--- config.mk ---
export PLATFORM = sky130hd
export DESIGN_NAME = aes_blk_sched_flat
export DESIGN_NICKNAME = d
export VERILOG_FILES = /design/src/rtl/aes_blk_sched_pkg.sv /design/src/rtl/aes_blk_sched_if.sv /design/src/rtl/aes_chain_reg.sv /design/src/rtl/aes_blk_sched.sv /design/src/flat_wrapper.sv
export SDC_FILE = /design/constraint.sdc
export NUM_CORES = 1
export LEC_CHECK = 0
export BUFFER_PORTS_ARGS = -buffer_cell sky130_fd_sc_hd__clkbuf_2
export CAP_MARGIN = 25
export CORE_AREA = 5 5 506 508
export CTS_CLUSTER_SIZE = 8
export DETAILED_ROUTE_END_ITERATION = 12
export DIE_AREA = 0 0 511 513
export GPL_TIMING_DRIVEN = 0
export HOLD_SLACK_MARGIN = 0.1
export PLACE_DENSITY = 0.31
export SETUP_SLACK_MARGIN = 0.5
export SYNTH_ARGS = -nofsm -noshare
export SYNTH_HDL_FRONTEND = slang
export SYNTH_HIERARCHICAL = 1
export SYNTH_SLANG_ARGS = --single-unit
--- constraint.sdc ---
create_clock -name clk -period 7.6 [get_ports clk]
set_input_delay 1.52 -clock clk [delete_from_list [all_inputs] [get_ports clk]]
set_output_delay 1.52 -clock clk [all_outputs]
set_load 0.01 [all_outputs]
--- src/rtl/aes_blk_sched_pkg.sv ---
// aes_blk_sched_pkg: shared widths, FSM states and mode constants for the block sequencer
package aes_blk_sched_pkg;
  localparam int SIZE_BLOCK = 128;
  localparam int KEY_LEN = 256;
  localparam logic MODE_ECB = 1'b0;
  localparam logic MODE_CBC = 1'b1;
  localparam logic DIR_DEC = 1'b0;
  localparam logic DIR_ENC = 1'b1;
  typedef enum logic [2:0] {IDLE, FETCH, ARM, WAIT, DRAIN} state_e;
  typedef enum logic [1:0] {CH_HOLD, CH_IV, CH_RES, CH_BLK} chain_sel_e;
endpackage

--- src/rtl/aes_blk_sched_if.sv ---
// aes_blk_sched_if: block streams plus the operand/result bus to the AES core
interface aes_blk_sched_if;
  import aes_blk_sched_pkg::*;
  logic in_valid, in_ready, out_valid, out_ready;
  logic [SIZE_BLOCK-1:0] in_data, out_data;
  logic aes_ecb_cbc, aes_encdec, aes_keylen, aes_start, aes_ready, aes_result_valid;
  logic [KEY_LEN-1:0] aes_key;
  logic [SIZE_BLOCK-1:0] aes_iv, aes_block, aes_result;
  modport master (
    input  in_valid, in_data, out_ready, aes_ready, aes_result_valid, aes_result,
    output in_ready, out_valid, out_data, aes_ecb_cbc, aes_encdec, aes_keylen, aes_key,
           aes_iv, aes_block, aes_start
  );
  modport slave (
    output in_valid, in_data, out_ready, aes_ready, aes_result_valid, aes_result,
    input  in_ready, out_valid, out_data, aes_ecb_cbc, aes_encdec, aes_keylen, aes_key,
           aes_iv, aes_block, aes_start
  );
endinterface

--- src/rtl/aes_chain_reg.sv ---
// aes_chain_reg: CBC chaining value, loaded from the IV or updated from a result or input block
module aes_chain_reg import aes_blk_sched_pkg::*; (
  input  logic                  clk,
  input  logic                  rst,
  input  chain_sel_e            sel_i,
  input  logic [SIZE_BLOCK-1:0] iv_i,
  input  logic [SIZE_BLOCK-1:0] res_i,
  input  logic [SIZE_BLOCK-1:0] blk_i,
  output logic [SIZE_BLOCK-1:0] chain_o
);
  logic [SIZE_BLOCK-1:0] chain_d, chain_q;
  always_comb chain_d = sel_i == CH_IV ? iv_i : sel_i == CH_RES ? res_i : sel_i == CH_BLK ? blk_i : chain_q;
  always_ff @(posedge clk) begin
    if (rst) chain_q <= '0;
    else chain_q <= chain_d;
  end
  assign chain_o = chain_q;
endmodule

--- src/rtl/aes_blk_sched.sv ---
// aes_blk_sched: runs an N-block ECB/CBC job through a single-block AES core, one block in flight
module aes_blk_sched import aes_blk_sched_pkg::*; #(
  parameter int NB_W = 16,
  parameter int TO_W = 12,
  parameter int TIMEOUT = 4000
) (
  input  logic                  clk,
  input  logic                  rst,
  input  logic                  cfg_go,
  input  logic                  cfg_ecb_cbc,
  input  logic                  cfg_encdec,
  input  logic                  cfg_keylen,
  input  logic [KEY_LEN-1:0]    cfg_key,
  input  logic [SIZE_BLOCK-1:0] cfg_iv,
  input  logic [NB_W-1:0]       cfg_nblk,
  aes_blk_sched_if.master       bus,
  output logic                  busy,
  output logic                  done,
  output logic                  err
);
  typedef struct packed {
    state_e                state;
    logic [NB_W-1:0]       rem;
    logic [TO_W-1:0]       to;
    logic                  in_ready;
    logic                  out_valid;
    logic                  busy;
    logic                  done;
    logic                  err;
    logic                  start;
    logic                  ecb_cbc;
    logic                  encdec;
    logic                  keylen;
    logic [SIZE_BLOCK-1:0] out_data;
    logic [SIZE_BLOCK-1:0] blk;
    logic [KEY_LEN-1:0]    key;
  } regs_t;
  regs_t r_q, r_d;
  chain_sel_e sel;
  logic [SIZE_BLOCK-1:0] chain;
  logic res_ok;
  aes_chain_reg u_chain (
    .clk(clk), .rst(rst), .sel_i(sel), .iv_i(cfg_iv),
    .res_i(bus.aes_result), .blk_i(r_q.blk), .chain_o(chain)
  );
  // the first WAIT cycle may still see the previous block's held result level
  assign res_ok = bus.aes_result_valid && r_q.to != '0;
  always_ff @(posedge clk) begin
    if (rst) r_q <= '0;
    else r_q <= r_d;
  end
  always_comb begin
    r_d = r_q;
    r_d.start = 1'b0;
    sel = CH_HOLD;
    case (r_q.state)
      IDLE: if (cfg_go) begin
        r_d.ecb_cbc = cfg_ecb_cbc;
        r_d.encdec = cfg_encdec;
        r_d.keylen = cfg_keylen;
        r_d.key = cfg_key;
        r_d.rem = cfg_nblk;
        r_d.err = 1'b0;
        r_d.done = cfg_nblk == '0;
        r_d.busy = cfg_nblk != '0;
        r_d.in_ready = cfg_nblk != '0;
        r_d.state = cfg_nblk == '0 ? IDLE : FETCH;
        sel = CH_IV;
      end
      FETCH: if (bus.in_valid && r_q.in_ready) begin
        r_d.blk = bus.in_data;
        r_d.in_ready = 1'b0;
        r_d.state = ARM;
      end
      ARM: if (bus.aes_ready) begin
        r_d.start = 1'b1;
        r_d.to = '0;
        r_d.state = WAIT;
      end
      WAIT: begin
        r_d.to = r_q.to + TO_W'(1);
        if (res_ok) begin
          r_d.out_data = bus.aes_result;
          r_d.out_valid = 1'b1;
          r_d.rem = r_q.rem - NB_W'(1);
          r_d.state = DRAIN;
          sel = r_q.ecb_cbc == MODE_ECB ? CH_HOLD : r_q.encdec == DIR_DEC ? CH_BLK : CH_RES;
        end else if (r_q.to == TO_W'(TIMEOUT - 1)) begin
          r_d.err = 1'b1;
          r_d.busy = 1'b0;
          r_d.out_valid = 1'b0;
          r_d.state = IDLE;
        end
      end
      DRAIN: if (bus.out_ready) begin
        r_d.out_valid = 1'b0;
        r_d.done = r_q.rem == '0;
        r_d.busy = r_q.rem != '0;
        r_d.in_ready = r_q.rem != '0;
        r_d.state = r_q.rem == '0 ? IDLE : FETCH;
      end
      default: r_d.state = IDLE;
    endcase
  end
  assign bus.in_ready = r_q.in_ready;
  assign bus.out_valid = r_q.out_valid;
  assign bus.out_data = r_q.out_data;
  assign bus.aes_ecb_cbc = r_q.ecb_cbc;
  assign bus.aes_encdec = r_q.encdec;
  assign bus.aes_keylen = r_q.keylen;
  assign bus.aes_key = r_q.key;
  assign bus.aes_iv = chain;
  assign bus.aes_block = r_q.blk;
  assign bus.aes_start = r_q.start;
  assign busy = r_q.busy;
  assign done = r_q.done;
  assign err = r_q.err;
endmodule

--- src/flat_wrapper.sv ---
// flat-port wrapper written by rule: the top's interface ports become plain ports
module aes_blk_sched_flat import aes_blk_sched_pkg::*;
#(
  parameter int NB_W = 16,
  parameter int TO_W = 12,
  parameter int TIMEOUT = 4000
)
  (clk, rst, cfg_go, cfg_ecb_cbc, cfg_encdec, cfg_keylen, cfg_key, cfg_iv, cfg_nblk, busy, done, err, bus_in_valid, bus_in_data, bus_out_ready, bus_aes_ready, bus_aes_result_valid, bus_aes_result, bus_in_ready, bus_out_valid, bus_out_data, bus_aes_ecb_cbc, bus_aes_encdec, bus_aes_keylen, bus_aes_key, bus_aes_iv, bus_aes_block, bus_aes_start);
  aes_blk_sched_if bus_i ();
  input  logic clk;
  input  logic rst;
  input  logic cfg_go;
  input  logic cfg_ecb_cbc;
  input  logic cfg_encdec;
  input  logic cfg_keylen;
  input  logic [KEY_LEN-1:0] cfg_key;
  input  logic [SIZE_BLOCK-1:0] cfg_iv;
  input  logic [NB_W-1:0] cfg_nblk;
  output logic busy;
  output logic done;
  output logic err;
  input wire logic [$bits(bus_i.in_valid)-1:0] bus_in_valid;
  input wire logic [$bits(bus_i.in_data)-1:0] bus_in_data;
  input wire logic [$bits(bus_i.out_ready)-1:0] bus_out_ready;
  input wire logic [$bits(bus_i.aes_ready)-1:0] bus_aes_ready;
  input wire logic [$bits(bus_i.aes_result_valid)-1:0] bus_aes_result_valid;
  input wire logic [$bits(bus_i.aes_result)-1:0] bus_aes_result;
  output wire logic [$bits(bus_i.in_ready)-1:0] bus_in_ready;
  output wire logic [$bits(bus_i.out_valid)-1:0] bus_out_valid;
  output wire logic [$bits(bus_i.out_data)-1:0] bus_out_data;
  output wire logic [$bits(bus_i.aes_ecb_cbc)-1:0] bus_aes_ecb_cbc;
  output wire logic [$bits(bus_i.aes_encdec)-1:0] bus_aes_encdec;
  output wire logic [$bits(bus_i.aes_keylen)-1:0] bus_aes_keylen;
  output wire logic [$bits(bus_i.aes_key)-1:0] bus_aes_key;
  output wire logic [$bits(bus_i.aes_iv)-1:0] bus_aes_iv;
  output wire logic [$bits(bus_i.aes_block)-1:0] bus_aes_block;
  output wire logic [$bits(bus_i.aes_start)-1:0] bus_aes_start;
  assign bus_i.in_valid = bus_in_valid;
  assign bus_i.in_data = bus_in_data;
  assign bus_i.out_ready = bus_out_ready;
  assign bus_i.aes_ready = bus_aes_ready;
  assign bus_i.aes_result_valid = bus_aes_result_valid;
  assign bus_i.aes_result = bus_aes_result;
  assign bus_in_ready = bus_i.in_ready;
  assign bus_out_valid = bus_i.out_valid;
  assign bus_out_data = bus_i.out_data;
  assign bus_aes_ecb_cbc = bus_i.aes_ecb_cbc;
  assign bus_aes_encdec = bus_i.aes_encdec;
  assign bus_aes_keylen = bus_i.aes_keylen;
  assign bus_aes_key = bus_i.aes_key;
  assign bus_aes_iv = bus_i.aes_iv;
  assign bus_aes_block = bus_i.aes_block;
  assign bus_aes_start = bus_i.aes_start;
  aes_blk_sched #(.NB_W(NB_W), .TO_W(TO_W), .TIMEOUT(TIMEOUT)) u_core (.clk(clk), .rst(rst), .cfg_go(cfg_go), .cfg_ecb_cbc(cfg_ecb_cbc), .cfg_encdec(cfg_encdec), .cfg_keylen(cfg_keylen), .cfg_key(cfg_key), .cfg_iv(cfg_iv), .cfg_nblk(cfg_nblk), .bus(bus_i), .busy(busy), .done(done), .err(err));
endmodule
==> impl_metrics.py <==
metrics = {
    "floorplan": {
        "area_inside_the_core_boundary_um2": 251000,
        "floorplan.die.width_um": 511,
        "design.portCount": 1315,
        "start_util": 0.120,
        "die_area_um2": 262000,
        "rows": 184,
        "die-height_um": 513,
    },
    "synthesis": {
        "yosys.cell_types.count": 64,
        "postSynth.asyncResetShare": 0,
        "synthesis.yosys.warnings": 6,
        "synth-seq-cells": 680,
        "synth_sequential_area_ratio": 0.452,
        "synth.cell_area_um2": 30100,
        "syn-instance-count": 3610,
        "yosys-top-cells-area": "sky130_fd_sc_hd__dfxtp_1, sky130_fd_sc_hd__nand2_1, sky130_fd_sc_hd__buf_4, sky130_fd_sc_hd__a21oi_1, sky130_fd_sc_hd__mux2i_1",
        "synth_enable_flop_cells": 0,
        "synth_area_per_cell_um2": 8.34,
        "synthFlopType": "sky130_fd_sc_hd__dfxtp_1",
        "synth_nets": 4279,
        "yosysTopAreaCell": "sky130_fd_sc_hd__dfxtp_1",
        "synth_top_area_frac": 0.452,
    },
    "timing": {
        "timing_max_transition_violations_final": 0,
        "finalWorstPathRequiredPeriod_ns": 4.39,
        "clock-skew-final_ns": 0.0366,
        "grt_setup_unrepaired": "false",
        "maxSlewHeadroom": 0.290,
        "max_freq_ghz": 0.228,
        "hold_viol_final": 0,
        "worst_slew_pin_slew_ns": 1.07,
        "min_period_over_period": 0.578,
        "timing.setup.tns_ns": 0,
        "setup_viol": 0,
    },
    "cells_and_area": {
        "areaGrowthSynthToFinish_pct": 46.6,
        "finish.net_count": 5711,
        "layout-drive-gt1-share": 0.413,
        "postLayoutCoreUtil": 0.176,
    },
    "power_and_ir_drop": {
        "p_seq_frac": 0.390,
        "p_sw_frac": 0.308,
        "pwr-share-comb": 0.167,
        "p_leak_nw": 18.8,
        "cellPowerDensity_nw_per_um2": 228,
        "power.share.clock": 0.443,
        "internal-power_mw": 6.96,
        "switching_power_mw": 3.10,
        "power.ir.vdd_worst_v": 0.000153,
    },
    "job": {
        "max_cap_violations": 0,
    },
    "routing": {
        "initialDrtViolationCount": 1968,
        "via_count": 30700,
        "detail-route-antenna-nets": 0,
        "drcViolationCount": 0,
        "route.detailed.wl_per_inst_um": 25.7,
        "totalWireLength_um": 217000,
        "drtPass1Iterations": 6,
        "vias_per_cell": 3.63,
    },
    "worst_setup_path": {
        "setup.worst_path.class": "primary input to flop",
        "crit_path_cell_trace": "clkbuf_2 -> nor2b_1 -> nand2_1 -> buf_16 -> clkbuf_1 -> buf_2 -> o21ai_0 -> buf_4 -> nand2b_1 -> clkbuf_1 -> buf_8 -> buf_2 -> o22ai_1",
        "startpoint_type": "primary input",
        "cp_data_arrival_time_ns": 4.97,
        "required_time_of_the_critical_path_ns": 8.18,
        "cp_slowest_cell": "sky130_fd_sc_hd__clkbuf_1",
        "critical_path.max_fanout": 10,
        "cpPeakStageDelay_ns": 0.51,
        "critPathCaptureType": "flop",
    },
    "placed_design": {
        "port-buffer-count": 1314,
        "half_perimeter_wire_length_after_detailed_placement_um": 183000,
        "place_congestion": 0.855,
    },
    "clock_network": {
        "cts_root_buffer": "sky130_fd_sc_hd__clkbuf_16",
        "cts.htree.levels": 3,
        "cts.path.max_buffers": 3,
        "cts_repair_resize_count": 0,
        "cts.repair_timing.setup_buffer_count": 0,
        "cts-buffers-inserted": 101,
        "cts_tree": "built",
        "cts.sinks": 680,
        "clk_latency_ns": 0.74,
        "post_cts_hold_buffer_count": 0,
        "clk_pin_slew_ns": 0.05,
    },
    "global_routing": {
        "grt_pass1_vias": 31200,
        "grt_resource_usage_total": 0.158,
        "global_route.overflow_total": 0,
        "grt_first_pass_wirelength_um": 287000,
        "grt_start_max_net_pins": 16,
        "antenna_found_initial": 121,
    },
    "run_status": {
        "run_status": "completed",
    },
    "worst_hold_path": {
        "min_delay_worst_type": "flop to flop",
    },
}
logic make-up (layout without fill, tap and decap cells):
kind of cell	after synthesis	in the layout	share of synthesized area
muxes	262	262	0.0873
and+or+nand+nor	1162	1162	0.152
DFF	680	680	0.452
adders and majority gates	3	3	0.00125
buffers and inverters	766	2233	0.176
AOI/OAI and AO/OA	737	737	0.131
other	0	27	0
cells in the mapped netlist, drive strengths merged, types with 4 or more instances:
library cell and instances:
nor4 11, a21oi 545, nor2 33, dfxtp 680, nor3 9, nand2 1065, inv 9, mux2i 258
mux2 4, clkbuf 127, o21ai 29, o22ai 130, buf 630, nand3 9, and2 5, or3 4
a31oi 5, a21o 4, nand4 5
registers in the layout (all words and copies together) (netlist names), 31 cells and up:
register and cells:
u_core/bus.aes_key 256, u_core/bus.aes_block 128, u_core/bus.out_data 128, u_core/u_chain/chain_o 128
u_core/r_q 31
routing by layer:
metal  share of wire  track usage  vias to the layer above
met3           0.094       0.0616                      322
met1            0.42        0.193                    14600
li1                -            -                    14400
met4           0.021       0.0343                       80
met5          0.0024            0                        -
met2            0.47        0.263                     1290
power by group through the flow:
| stage | combinational, mW | sequential [mW] | clock, mW |
|---|---|---|---|
| 6_report | 1.68 | 3.92 | 4.46 |
| 2_1_floorplan | 0.768 | 3.98 | 0 |
| 4_1_cts | 1.73 | 3.92 | 4.70 |
| 3_3_place_gp | 1.71 | 3.99 | 0 |
| 5_1_grt | 1.83 | 3.94 | 4.81 |
| 3_5_place_dp | 1.72 | 3.99 | 0 |
through the flow:
step	std cells	worst slack, ns	power (mW)	area, um^2	hold slack [ns]
after floorplan	3610	4.41	4.75	30100	0.437
after global placement	8272	0.585	5.70	40900	0.444
after detailed placement	8287	2.30	5.72	41100	0.447
after CTS	8425	3.14	10.3	44000	0.454
after global routing	8432	3.10	10.6	44100	0.466
final	8452	3.21	10.1	44100	0.452
critical path, delay by kind of cell:
kind	cells	cell delay [ns]
and+or+nand+nor	3	0.69
AOI/OAI and AO/OA	2	0.29
buffers and inverters	8	2.42
final cells by class:
cell class	instances	area, um^2
buffer	757	5260
antenna	27	67.6
inverter	9	33.8
clock inverter	13	241
sequential	680	13600
timing repair buffer	1329	6820
fill	28700	207000
tap	3348	4190
multi-input combinational	2164	11200
clock buffer	125	2690
cell usage in the layout (no fill, tap or decap), drive strengths merged, types with 5 or more instances in the layout:
cell	instances
inv	12
o21ai	29
mux2i	258
clkbuf	1566
nand4	5
nor2	33
clkinv	7
a21oi	545
nor3	9
dfxtp	680
a31oi	5
diode	27
nand3	9
nor4	11
nand2	1065
o22ai	130
and2	5
buf	645
final timing paths:
kind                                        start                                      end  slack (ns)  depth (start not counted)
max                                        cfg_go  u_core/u_chain/chain_o[45]$_SDFFE_PP0P_        3.21                         13
min          u_core/bus.aes_key[116]$_SDFFE_PP0P_     u_core/bus.aes_key[116]$_SDFFE_PP0P_        0.45                          2
max reg2reg          u_core/r_q[551]$_SDFFE_PP0P_  u_core/u_chain/chain_o[45]$_SDFFE_PP0P_        3.53                         13
min reg2reg  u_core/bus.aes_key[116]$_SDFFE_PP0P_     u_core/bus.aes_key[116]$_SDFFE_PP0P_        0.45                          2
(Power assumes the default switching activity.)
